File: src/rtl/id_ex_stage.sv
// id_ex_stage: ID/EX pipeline register of the pipelined MIPS core.
// Registers the decoder's control bundle and the ID-stage operands into EX.
// Detects load-use and branch-operand hazards and drives the stall signal
// back to the decoder, the PC and IF/ID. A stall or flush inserts a bubble
// (all EX control bits zero, ex_wreg zero).
// Ports:
//   clk, rst          clock (rising edge), asynchronous active-high reset
//   id_* control      decoder control bundle (regdst..jal, aluop)
//   id_* data         pc4, rd1, rd2, imm (DW), rs/rt/rd (5), funct (6)
//   flush             kill the ID instruction (taken branch/jump)
//   stall             combinational hazard stall
//   ex_*              registered control/data, ex_wreg = destination register
//   bubble_cnt        saturating count of stall-inserted bubbles
module id_ex_stage #(
  parameter int unsigned DW   = 32,
  parameter int unsigned CNTW = 16
) (
  input  logic            clk,
  input  logic            rst,
  input  logic            id_regdst,
  input  logic            id_alusrc,
  input  logic            id_memtoreg,
  input  logic            id_regwrite,
  input  logic            id_memread,
  input  logic            id_memwrite,
  input  logic            id_branch,
  input  logic            id_jump,
  input  logic            id_jal,
  input  logic [1:0]      id_aluop,
  input  logic [DW-1:0]   id_pc4,
  input  logic [DW-1:0]   id_rd1,
  input  logic [DW-1:0]   id_rd2,
  input  logic [DW-1:0]   id_imm,
  input  logic [4:0]      id_rs,
  input  logic [4:0]      id_rt,
  input  logic [4:0]      id_rd,
  input  logic [5:0]      id_funct,
  input  logic            flush,
  output logic            stall,
  output logic            ex_regdst,
  output logic            ex_alusrc,
  output logic            ex_memtoreg,
  output logic            ex_regwrite,
  output logic            ex_memread,
  output logic            ex_memwrite,
  output logic            ex_branch,
  output logic            ex_jump,
  output logic            ex_jal,
  output logic [1:0]      ex_aluop,
  output logic [DW-1:0]   ex_pc4,
  output logic [DW-1:0]   ex_rd1,
  output logic [DW-1:0]   ex_rd2,
  output logic [DW-1:0]   ex_imm,
  output logic [4:0]      ex_rs,
  output logic [4:0]      ex_rt,
  output logic [5:0]      ex_funct,
  output logic [4:0]      ex_wreg,
  output logic [CNTW-1:0] bubble_cnt
);

  typedef enum logic {RUN, STALL2} state_t;

  state_t     state, state_next;
  logic       wreg_hit, lu, br, alu_br, bubble;
  logic [4:0] wreg_sel;

  // Hazard terms, all against the registered EX instruction; $0 never hazards.
  always_comb begin
    wreg_hit = (ex_wreg != 5'd0) && ((ex_wreg == id_rs) || (ex_wreg == id_rt));
    lu       = ex_memread && wreg_hit;
    br       = id_branch && !id_jump;
    alu_br   = br && ex_regwrite && !ex_memread && wreg_hit;
  end

  // State register
  always_ff @(posedge clk or posedge rst) begin
    if (rst) state <= RUN;
    else     state <= state_next;
  end

  // Next-state logic: a load feeding a BEQ needs a second stall cycle,
  // by which time the load has reached MEM.
  always_comb begin
    state_next = state;
    if (flush) begin
      state_next = RUN;
    end else begin
      case (state)
        RUN:     if (lu && br) state_next = STALL2;
        STALL2:  state_next = RUN;
        default: state_next = RUN;
      endcase
    end
  end

  // Output logic
  always_comb begin
    stall = 1'b0;
    if (!rst && !flush)
      stall = ((state == RUN) && (lu || alu_br)) || (state == STALL2);
  end

  // Destination select; an X select falls through to id_rt so a defined
  // id_rt always yields a defined ex_wreg.
  always_comb begin
    if (id_jal)         wreg_sel = 5'd31;
    else if (id_regdst) wreg_sel = id_rd;
    else                wreg_sel = id_rt;
  end

  always_comb bubble = flush || stall;

  always_ff @(posedge clk or posedge rst) begin
    if (rst) begin
      ex_regdst   <= 1'b0;
      ex_alusrc   <= 1'b0;
      ex_memtoreg <= 1'b0;
      ex_regwrite <= 1'b0;
      ex_memread  <= 1'b0;
      ex_memwrite <= 1'b0;
      ex_branch   <= 1'b0;
      ex_jump     <= 1'b0;
      ex_jal      <= 1'b0;
      ex_aluop    <= '0;
      ex_wreg     <= '0;
      ex_pc4      <= '0;
      ex_rd1      <= '0;
      ex_rd2      <= '0;
      ex_imm      <= '0;
      ex_rs       <= '0;
      ex_rt       <= '0;
      ex_funct    <= '0;
    end else begin
      if (bubble) begin
        ex_regdst   <= 1'b0;
        ex_alusrc   <= 1'b0;
        ex_memtoreg <= 1'b0;
        ex_regwrite <= 1'b0;
        ex_memread  <= 1'b0;
        ex_memwrite <= 1'b0;
        ex_branch   <= 1'b0;
        ex_jump     <= 1'b0;
        ex_jal      <= 1'b0;
        ex_aluop    <= '0;
        ex_wreg     <= '0;
      end else begin
        ex_regdst   <= id_regdst;
        ex_alusrc   <= id_alusrc;
        ex_memtoreg <= id_memtoreg;
        ex_regwrite <= id_regwrite;
        ex_memread  <= id_memread;
        ex_memwrite <= id_memwrite;
        ex_branch   <= id_branch;
        ex_jump     <= id_jump;
        ex_jal      <= id_jal;
        ex_aluop    <= id_aluop;
        ex_wreg     <= wreg_sel;
      end
      // Data fields capture unconditionally; they are ignored behind a bubble.
      ex_pc4   <= id_pc4;
      ex_rd1   <= id_rd1;
      ex_rd2   <= id_rd2;
      ex_imm   <= id_imm;
      ex_rs    <= id_rs;
      ex_rt    <= id_rt;
      ex_funct <= id_funct;
    end
  end

  // Flush bubbles are excluded because stall is already gated by flush.
  always_ff @(posedge clk or posedge rst) begin
    if (rst)                            bubble_cnt <= '0;
    else if (stall && bubble_cnt != '1) bubble_cnt <= bubble_cnt + CNTW'(1);
  end

endmodule

File: config.mk
export PLATFORM = sky130hd
export DESIGN_NAME = id_ex_stage
export DESIGN_NICKNAME = d
export VERILOG_FILES = /design/src/rtl/id_ex_stage.sv
export SDC_FILE = /design/constraint.sdc
export NUM_CORES = 1
export LEC_CHECK = 0
export ABC_AREA = 1
export CAP_MARGIN = 20
export CORE_AREA = 2 2 133 135
export DETAILED_ROUTE_END_ITERATION = 12
export DIE_AREA = 0 0 135 137
export GPL_TIMING_DRIVEN = 0
export HOLD_SLACK_MARGIN = 0.15
export PLACE_DENSITY = 0.74
export SETUP_SLACK_MARGIN = 0.15
export SLEW_MARGIN = 10
export SYNTH_ARGS = -nofsm -noshare
export SYNTH_HDL_FRONTEND = slang
export SYNTH_SLANG_ARGS = --single-unit
export TNS_END_PERCENT = 30
File: constraint.sdc
create_clock -name clk -period 16.1 [get_ports clk]
set_input_delay 1.61 -clock clk [delete_from_list [all_inputs] [get_ports clk]]
set_output_delay 1.61 -clock clk [all_outputs]
set_load 0.05 [all_outputs]
* After elaboration in Yosys (flattened, before gate mapping)
Cells that the tools add are included.
** Cells by class
- Add/subtract/negate cells :: 1
- Equal/unequal tests :: 3
- Multiplexer cells :: 17
- Bitwise operators :: 1
- Reduce and logical (&&, ||, !) cells :: 19
** Operators by type and width (count)
- $add A16 B1 Y16 const B :: 1
- $ne A16 B16 Y1 const B :: 1
- $mux W5 :: 3
- $mux W1 :: 12
- $eq A5 B5 Y1 :: 2
- $logic_and A1 B1 Y1 :: 10
- $reduce_bool A5 Y1 :: 1
- $logic_not A1 Y1 :: 4
- $logic_or A1 B1 Y1 :: 4
- $mux W2 :: 1
- $pmux W1 S2 :: 1
- $not A1 Y1 :: 1
** Storage, ports and cells
- Flip-flop bits (word level) :: 177
- Output and inout port bits :: 177
- Word-level logic and storage cells :: 61

* Depth between registers and ports, before layout
Gate-level depths: netlist of run 1.
- Word-level depth :: 11
- Depth in mapped cells :: 12

* Worst setup path before layout of run 1
No wires, ideal clock.
- Kind :: input-to-output
- Start point :: input id_rt[4]
- End point :: output stall
- Arrival :: 2575 ps
- Setup slack :: 11915 ps
- Stages :: 10
- Path buffers :: 0
- Path through :: inv_1 -> nand2_1 -> nand2_1 -> nor2_1 -> nand3_1 -> nand2_1 -> nand3_2 -> nand2_4 -> nand2_1 -> inv_1
** On the way
- Longest elaborated chain between the ends :: 8
** Ends and longest elaborated chain
- start, declared :: RTL line 35 : input logic [4:0] id_rt,
- $eq A5 B5 Y1 (*) :: RTL line 69 : wreg_hit = (ex_wreg != 5'd0) && ((ex_wreg == id_rs) || (ex_wreg == id_rt));
- $logic_or A1 B1 Y1 (*) :: RTL line 69
- $logic_and A1 B1 Y1 (*) :: RTL line 69
- $logic_and A1 B1 Y1, on equally long branches :: RTL line 70, 72
- $logic_or A1 B1 Y1 (*) :: RTL line 100 : stall = ((state == RUN) && (lu || alu_br)) || (state == STALL2);
- $logic_and A1 B1 Y1 (*) :: RTL line 100
- $logic_or A1 B1 Y1 (*) :: RTL line 100
- $mux W1 (*) :: RTL line 99 : if (!rst && !flush)
- end, declared :: RTL line 39 : output logic stall,
Mark *: on every way between the ends. The rest lies on a longest branch, timed or not.

* Worst setup path in the final report of run 1
- Start point :: input id_rs[4]
- End point :: output stall
** On the way
- Longest elaborated chain between the ends :: 8
** Ends and longest elaborated chain
- start, declared :: RTL line 34 : input logic [4:0] id_rs,
- $eq A5 B5 Y1 (*) :: RTL line 69
- $logic_or A1 B1 Y1 (*) :: RTL line 69
- $logic_and A1 B1 Y1 (*) :: RTL line 69
- $logic_and A1 B1 Y1, on equally long branches :: RTL line 70, 72
- $logic_or A1 B1 Y1 (*) :: RTL line 100
- $logic_and A1 B1 Y1 (*) :: RTL line 100
- $logic_or A1 B1 Y1 (*) :: RTL line 100
- $mux W1 (*) :: RTL line 99
Marked as above.

==> impl_metrics.ini, run 1 <==
[outcome]
status = completed

[timing]
period_minus_slack_ns = 5.455
drv_slew = 0
rsz0062_at_grt = false
setup_ws_ns = 10.64
clock_skew_ns = 0.005570
max-slew-margin-rel_pct = 49.33
tightest_slew_ns = 0.7600
fin_crit_sh_pct = 33.88
setup_violations = 0
holdWs_ns = 0.5544
hold_violations = 0
fmax_ghz = 0.1833
fin_tns_setup_ns = 0

[routing]
drtIter0Drc = 136
vias = 4120
drt-total-wl_um = 16420
drcViolationCount = 0
first_pass_iters = 4
ant_nets = 0
detail_route.wl_per_cell_um = 16.62
viasPerCell = 4.170

[global_routing]
antenna_found_initial = 2
grt_overflow = 0
grt_max_degree = 112
grtUsageTotal_pct = 17.76
grt_pass1_vias = 4173
grt_first_pass_wirelength_um = 23920

[cts]
cts_hold_buf = 0
cts_tree = yes
ctsResizeCount = 0
h-tree-depth = 4
numClockSinks = 177
clk_pin_slew_ns = 0.07
root_buffer = clkbuf_16
cts_buffer_depth = 2
cts_setup_buffers = 0
insertion_delay_ns = 0.42
numCtsBuffers = 17

[floorplan]
core_area_um2 = 17060
die_x_um = 135
fp-row-count = 48
initial_core_util_pct = 32.11
dieArea_um2 = 18500
io_pins = 340
dieHeight_um = 137

[final_layout]
seq_area_um2 = 4429
multi_input_area_um2 = 883.3
drive_gt1_share_pct = 5.782
fin_area_um2 = 9786
final_nets = 912
n_fill_cell = 1403
areaGrowthSynthToFinish_pct = 78.68

[power]
vdd_drop_max_uv = 75.04
clkPwrFrac_pct = 38.6
cellPowerDensity_nw_per_um2 = 110.7
p_sw_uw = 305.8
p_int_uw = 777.3
swShare_pct = 28.23
p_leak_nw = 4.354
power_frac_seq_pct = 43.8
pwr-share-comb_pct = 17.6

[synthesis]
netlist_area_um2 = 5477
synthTopCellsByCount = dfrtp_1 (177), nand2_1 (75), nor2_1 (39)
synth_top_area_share_pct = 80.88
yosysTopAreaCell = dfrtp_1
async_flop_share_pct = 100.0
syn_avg_cell_area_um2 = 14.04
synth_flop_cell = dfrtp_1
ys_top_cells_by_area = dfrtp_1 (81%), nand2_1 (5.1%), nor2_1 (2.7%)
ys_warn_count = 0
synth_cell_types = 24
ys_seq_elements = 177
synth_edf_count = 0
ys_seq_area_share_pct = 80.88
synth.most_common_cell = dfrtp_1
syn-num-nets = 554
netlist_instances = 390

[critical_path]
worstSetupStartpointType = input port
rr_worst_depth = 7
crit_fanout = 9
cp-end-kind = primary output
r2r_start = bubble_cnt[0]$_DFFE_PP0P_
cp_data_required_time_ns = 14.49
rr_endpoint = bubble_cnt[3]$_DFFE_PP0P_
crit_type = in2out
worstPathArrival_ns = 3.85
reg2reg_slack_ns = 14.30

[worst_hold_path]
hold_start = bubble_cnt[14]$_DFFE_PP0P_
hold_class = reg2reg
hold_end = bubble_cnt[14]$_DFFE_PP0P_
whs_path_depth = 2

[place]
dpl.hpwl_um = 13000
place_ws_ns = 10.66
portBuffers = 338
dpl_cell_area_um2 = 9176
gp_congestion = 0.7979

[flow_run]
drv_cap = 0
## stage by stage
stage	cells	util, %	total power [mW]
finish	988	57.37	1.083
CTS	986	57.34	1.097
global route	988	57.37	1.129
global placement	953	53.59	0.6717
detailed placement	954	53.80	0.6751
floorplan	390	-	0.5797
## layer usage
layer | up-vias | track usage [%] | routed length, um
li1 | 1948 | - | -
met1 | 1957 | 19.42 | 5867
met2 | 191 | 31.16 | 8754
met3 | 24 | 6.593 | 1445
met4 | 0 | 7.465 | 348
met5 | - | 0 | 0
## worst max-delay path: stages
cell and delay [ns]:
clkdlybuf4s50_1 0.52, inv_1 0.05, nand2_1 0.05, nand2_1 0.05, nor2_1 0.12, nand3_1 0.08
nand2_1 0.14, nand3_2 0.10, nand2_4 0.13, nand2_1 0.09, inv_1 0.08, clkdlybuf4s50_1 0.80
## state kept, by name, summed over array words and instances (netlist names), 2 cells and up
signal	flops
ex_wreg	5
ex_rd2	32
ex_imm	32
ex_rt	5
ex_funct	6
ex_pc4	32
bubble_cnt	16
ex_rd1	32
ex_aluop	2
ex_rs	5
## cell usage in the layout, fill, tap and decap left out, types with 3 or more instances in the layout
cell	n
dfrtp_1	177
inv_1	32
inv_8	5
nand4_1	18
nand2_1	75
xnor2_1	10
clkbuf_16	17
clkdlybuf4s50_1	338
nor2_1	39
nand3_1	10
a211oi_1	3
clkbuf_1	3
xor2_1	6
## kinds of logic after synthesis
group                    count (synthesis)  share of synthesized area [%]
AO/OA/AOI/OAI                            6                         0.7311
XOR/XNOR                                16                          2.559
adder cells (fa/ha/maj)                  1                         0.2284
buffers and inverters                   39                          2.993
flip-flops                             177                          80.88
AND/OR/NAND/NOR                        151                          12.61
## how the worst max path moves through the flow
stage / slack (ns) / endpoint / start
2_1_floorplan: 9.69 / bubble_cnt[0]$_DFFE_PP0P_ / rst
3_3_place_gp: 7.35 / ex_pc4[0]$_DFF_PP0_ / rst
3_5_place_dp: 10.66 / stall / id_rt[1]
4_1_cts: 10.64 / stall / id_rt[4]
5_1_grt: 10.43 / stall / id_rt[4]
6_report: 10.64 / stall / id_rs[4]
## area by class of cell
cell class	instances	share of cell area [%]
multi-input cells	174	9.027
plain buffers	6	0.4092
flip-flops and latches	177	45.26
clock inverters	13	1.752
inverters	33	1.343
well taps	225	2.877
diodes	2	0.05114
clock buffers	19	4.424
repair buffers	339	34.85
## power groups by stage
stage | Sequential, mW | Combinational, mW | Clock [mW]
after floorplan | 0.562 | 0.0175 | 0
after global placement | 0.483 | 0.189 | 0
after detailed placement | 0.483 | 0.192 | 0
after CTS | 0.475 | 0.192 | 0.429
after global routing | 0.476 | 0.200 | 0.452
final | 0.475 | 0.190 | 0.418
(Power assumes the default switching activity.)
==> inputs of run 2 (changes only) <==
--- a/config.mk
+++ b/config.mk
@@ -7,12 +7,11 @@
 export LEC_CHECK = 0
 export ABC_AREA = 1
 export CAP_MARGIN = 20
-export CORE_AREA = 2 2 133 135
+export CORE_UTILIZATION = 33
 export DETAILED_ROUTE_END_ITERATION = 12
-export DIE_AREA = 0 0 135 137
 export GPL_TIMING_DRIVEN = 0
 export HOLD_SLACK_MARGIN = 0.15
-export PLACE_DENSITY = 0.74
+export PLACE_DENSITY = 0.78
 export SETUP_SLACK_MARGIN = 0.15
 export SLEW_MARGIN = 10
 export SYNTH_ARGS = -nofsm -noshare
==> constraint.sdc (replaced) <==
create_clock -name clk -period 4.38 [get_ports clk]
set_input_delay 0.438 -clock clk [delete_from_list [all_inputs] [get_ports clk]]
set_output_delay 0.438 -clock clk [all_outputs]
set_load 0.05 [all_outputs]
==> impl_metrics.ini, run 2 (same netlist as run 1, synthesis figures left out) <==
[final_layout]
fin_cells = 984
final_nets = 916
drive_gt1_share_pct = 6.536
final_common_cell = clkdlybuf4s50_1
final_cell_mix = clkdlybuf4s50_1 (338), dfrtp_1 (177), nand2_1 (75), nor2_1 (39), inv_1 (32)
areaGrowthSynthToFinish_pct = 79.85

[critical_path]
cp_data_required_time_ns = 3.94
worstPathArrival_ns = 2.69
worstSetupStartpointType = input port
crit_type = in2out
crit_fanout = 9
cp_slowest_cell = clkdlybuf4s50_1
cp_cell_sequence = clkdlybuf4s50_1, inv_1, nand2_1, nand2_1, nor2_1, nand3_1, nand2_1, nand3_2, nand2_4, nand2_1, inv_1, clkdlybuf4s50_1
cp-end-kind = primary output
worst-path-buf-inv = 4
critPathTopFamily = buffers and inverters
path_common_cell = nand2_1
cpPeakStageDelay_ns = 0.80

[floorplan]
die_x_um = 130.8
core_area_um2 = 16060
io_pins = 340
initial_core_util_pct = 34.10
fp-row-count = 46
dieArea_um2 = 17120
dieHeight_um = 130.8

[global_routing]
grt_pass1_vias = 4152
antenna_found_initial = 3
grt_overflow = 0
grt_first_pass_wirelength_um = 23790
grt_max_degree = 40
grtUsageTotal_pct = 19.53

[cts]
cts_setup_buffers = 0
numClockSinks = 177
h-tree-depth = 4
cts_tree = yes
cts_buffer_depth = 2
numCtsBuffers = 17
ctsResizeCount = 0
root_buffer = clkbuf_16
cts_hold_buf = 0
insertion_delay_ns = 0.42
clk_pin_slew_ns = 0.07

[routing]
drtIter0Drc = 216
detail_route.wl_per_cell_um = 16.66
drt-total-wl_um = 16390
ant_nets = 0
vias = 4132
viasPerCell = 4.199
wl_met2_um = 8837
dr_wl_met3_um = 1371
first_pass_iters = 4
top_layer_used = met4
wl_met1_um = 5810
drcViolationCount = 0

[timing]
max-slew-margin-rel_pct = 59.37
clock_skew_ns = 0.009562
period_minus_slack_ns = 3.125
holdWs_ns = 0.4098
tightest_slew_ns = 0.6075
hold_violations = 0
fmax_ghz = 0.3200
drv_slew = 0
setup_violations = 0
fin_crit_sh_pct = 71.35
fin_tns_setup_ns = 0
rsz0062_at_grt = false

[power]
vdd_drop_max_uv = 262.4
p_leak_nw = 4.392
cellPowerDensity_nw_per_um2 = 403.0
power_mw = 3.969

[place]
gp_congestion = 0.8447
dpl.hpwl_um = 13110
placed_cells = 949
portBuffers = 338

[outcome]
status = completed

[worst_hold_path]
hold_class = in2async

[flow_run]
drv_cap = 0
-- run 2: changes by cell type in the layout (fill, tap and decap cells not counted), sizes merged --
cell and change:
clkinv +5, buf +4, inv -2, bufinv -1, clkbuf -1, clkinvlp -1
diode +1
-- run 2: layout make-up --
class | count | area, um2
Fill cell | 1267 | 6208
Tap cell | 216 | 270.3
Buffer | 6 | 40.04
Clock inverter | 14 | 168.9
Inverter | 33 | 127.6
Timing Repair Buffer | 343 | 3483
Antenna cell | 3 | 7.507
Multi-Input combinational cell | 174 | 883.3
Sequential cell | 177 | 4429
Clock buffer | 18 | 439.2
-- run 2: final timing paths --
path                                            start                    endpoint  slack [ns]  depth (start not counted)
hold / removal                                    rst  bubble_cnt[11]$_DFFE_PP0P_        0.41                          2
hold reg to reg            bubble_cnt[14]$_DFFE_PP0P_  bubble_cnt[14]$_DFFE_PP0P_        0.56                          2
min in group clk                           id_imm[25]        ex_imm[25]$_DFF_PP0_        0.45                          1
max in group asynchronous                         rst        ex_rd2[16]$_DFF_PP0_        3.21                          4
setup reg to reg            bubble_cnt[0]$_DFFE_PP0P_   bubble_cnt[9]$_DFFE_PP0P_        2.48                          7
setup / recovery                             id_rs[4]                       stall        1.25                         12
-- run 2: through the flow --
step	setup slack, ns	instance area, um2	util (%)
floorplan	1.675	5480	-
global placement	0.2637	9134	56.88
detailed placement	1.291	9234	57.50
CTS	1.251	9842	61.29
global route	1.130	9849	61.34
finish	1.255	9849	61.34
-- run 2: per-layer routing --
metal | global-route usage, % | vias to the layer above
met3 | 7.003 | 21
met2 | 34.52 | 186
li1 | - | 1948
met5 | 0 | -
met4 | 7.978 | 0
met1 | 21.21 | 1977
-- run 2: worst reg2reg max path, delay by kind of cell, from the launching register on --
family | cells | cell delay [ns]
buffers and inverters | 1 | 0.25
adders and majority gates | 1 | 0.24
DFF | 1 | 0.47
and+or+nand+nor | 5 | 0.83
-- run 2: where the power goes --
group	internal [mW]	switching (mW)	leakage, nW
Clock	0.831	0.688	0.298
Combinational	0.284	0.421	1.98
Sequential	1.71	0.0324	2.12
Total	2.83	1.14	4.39
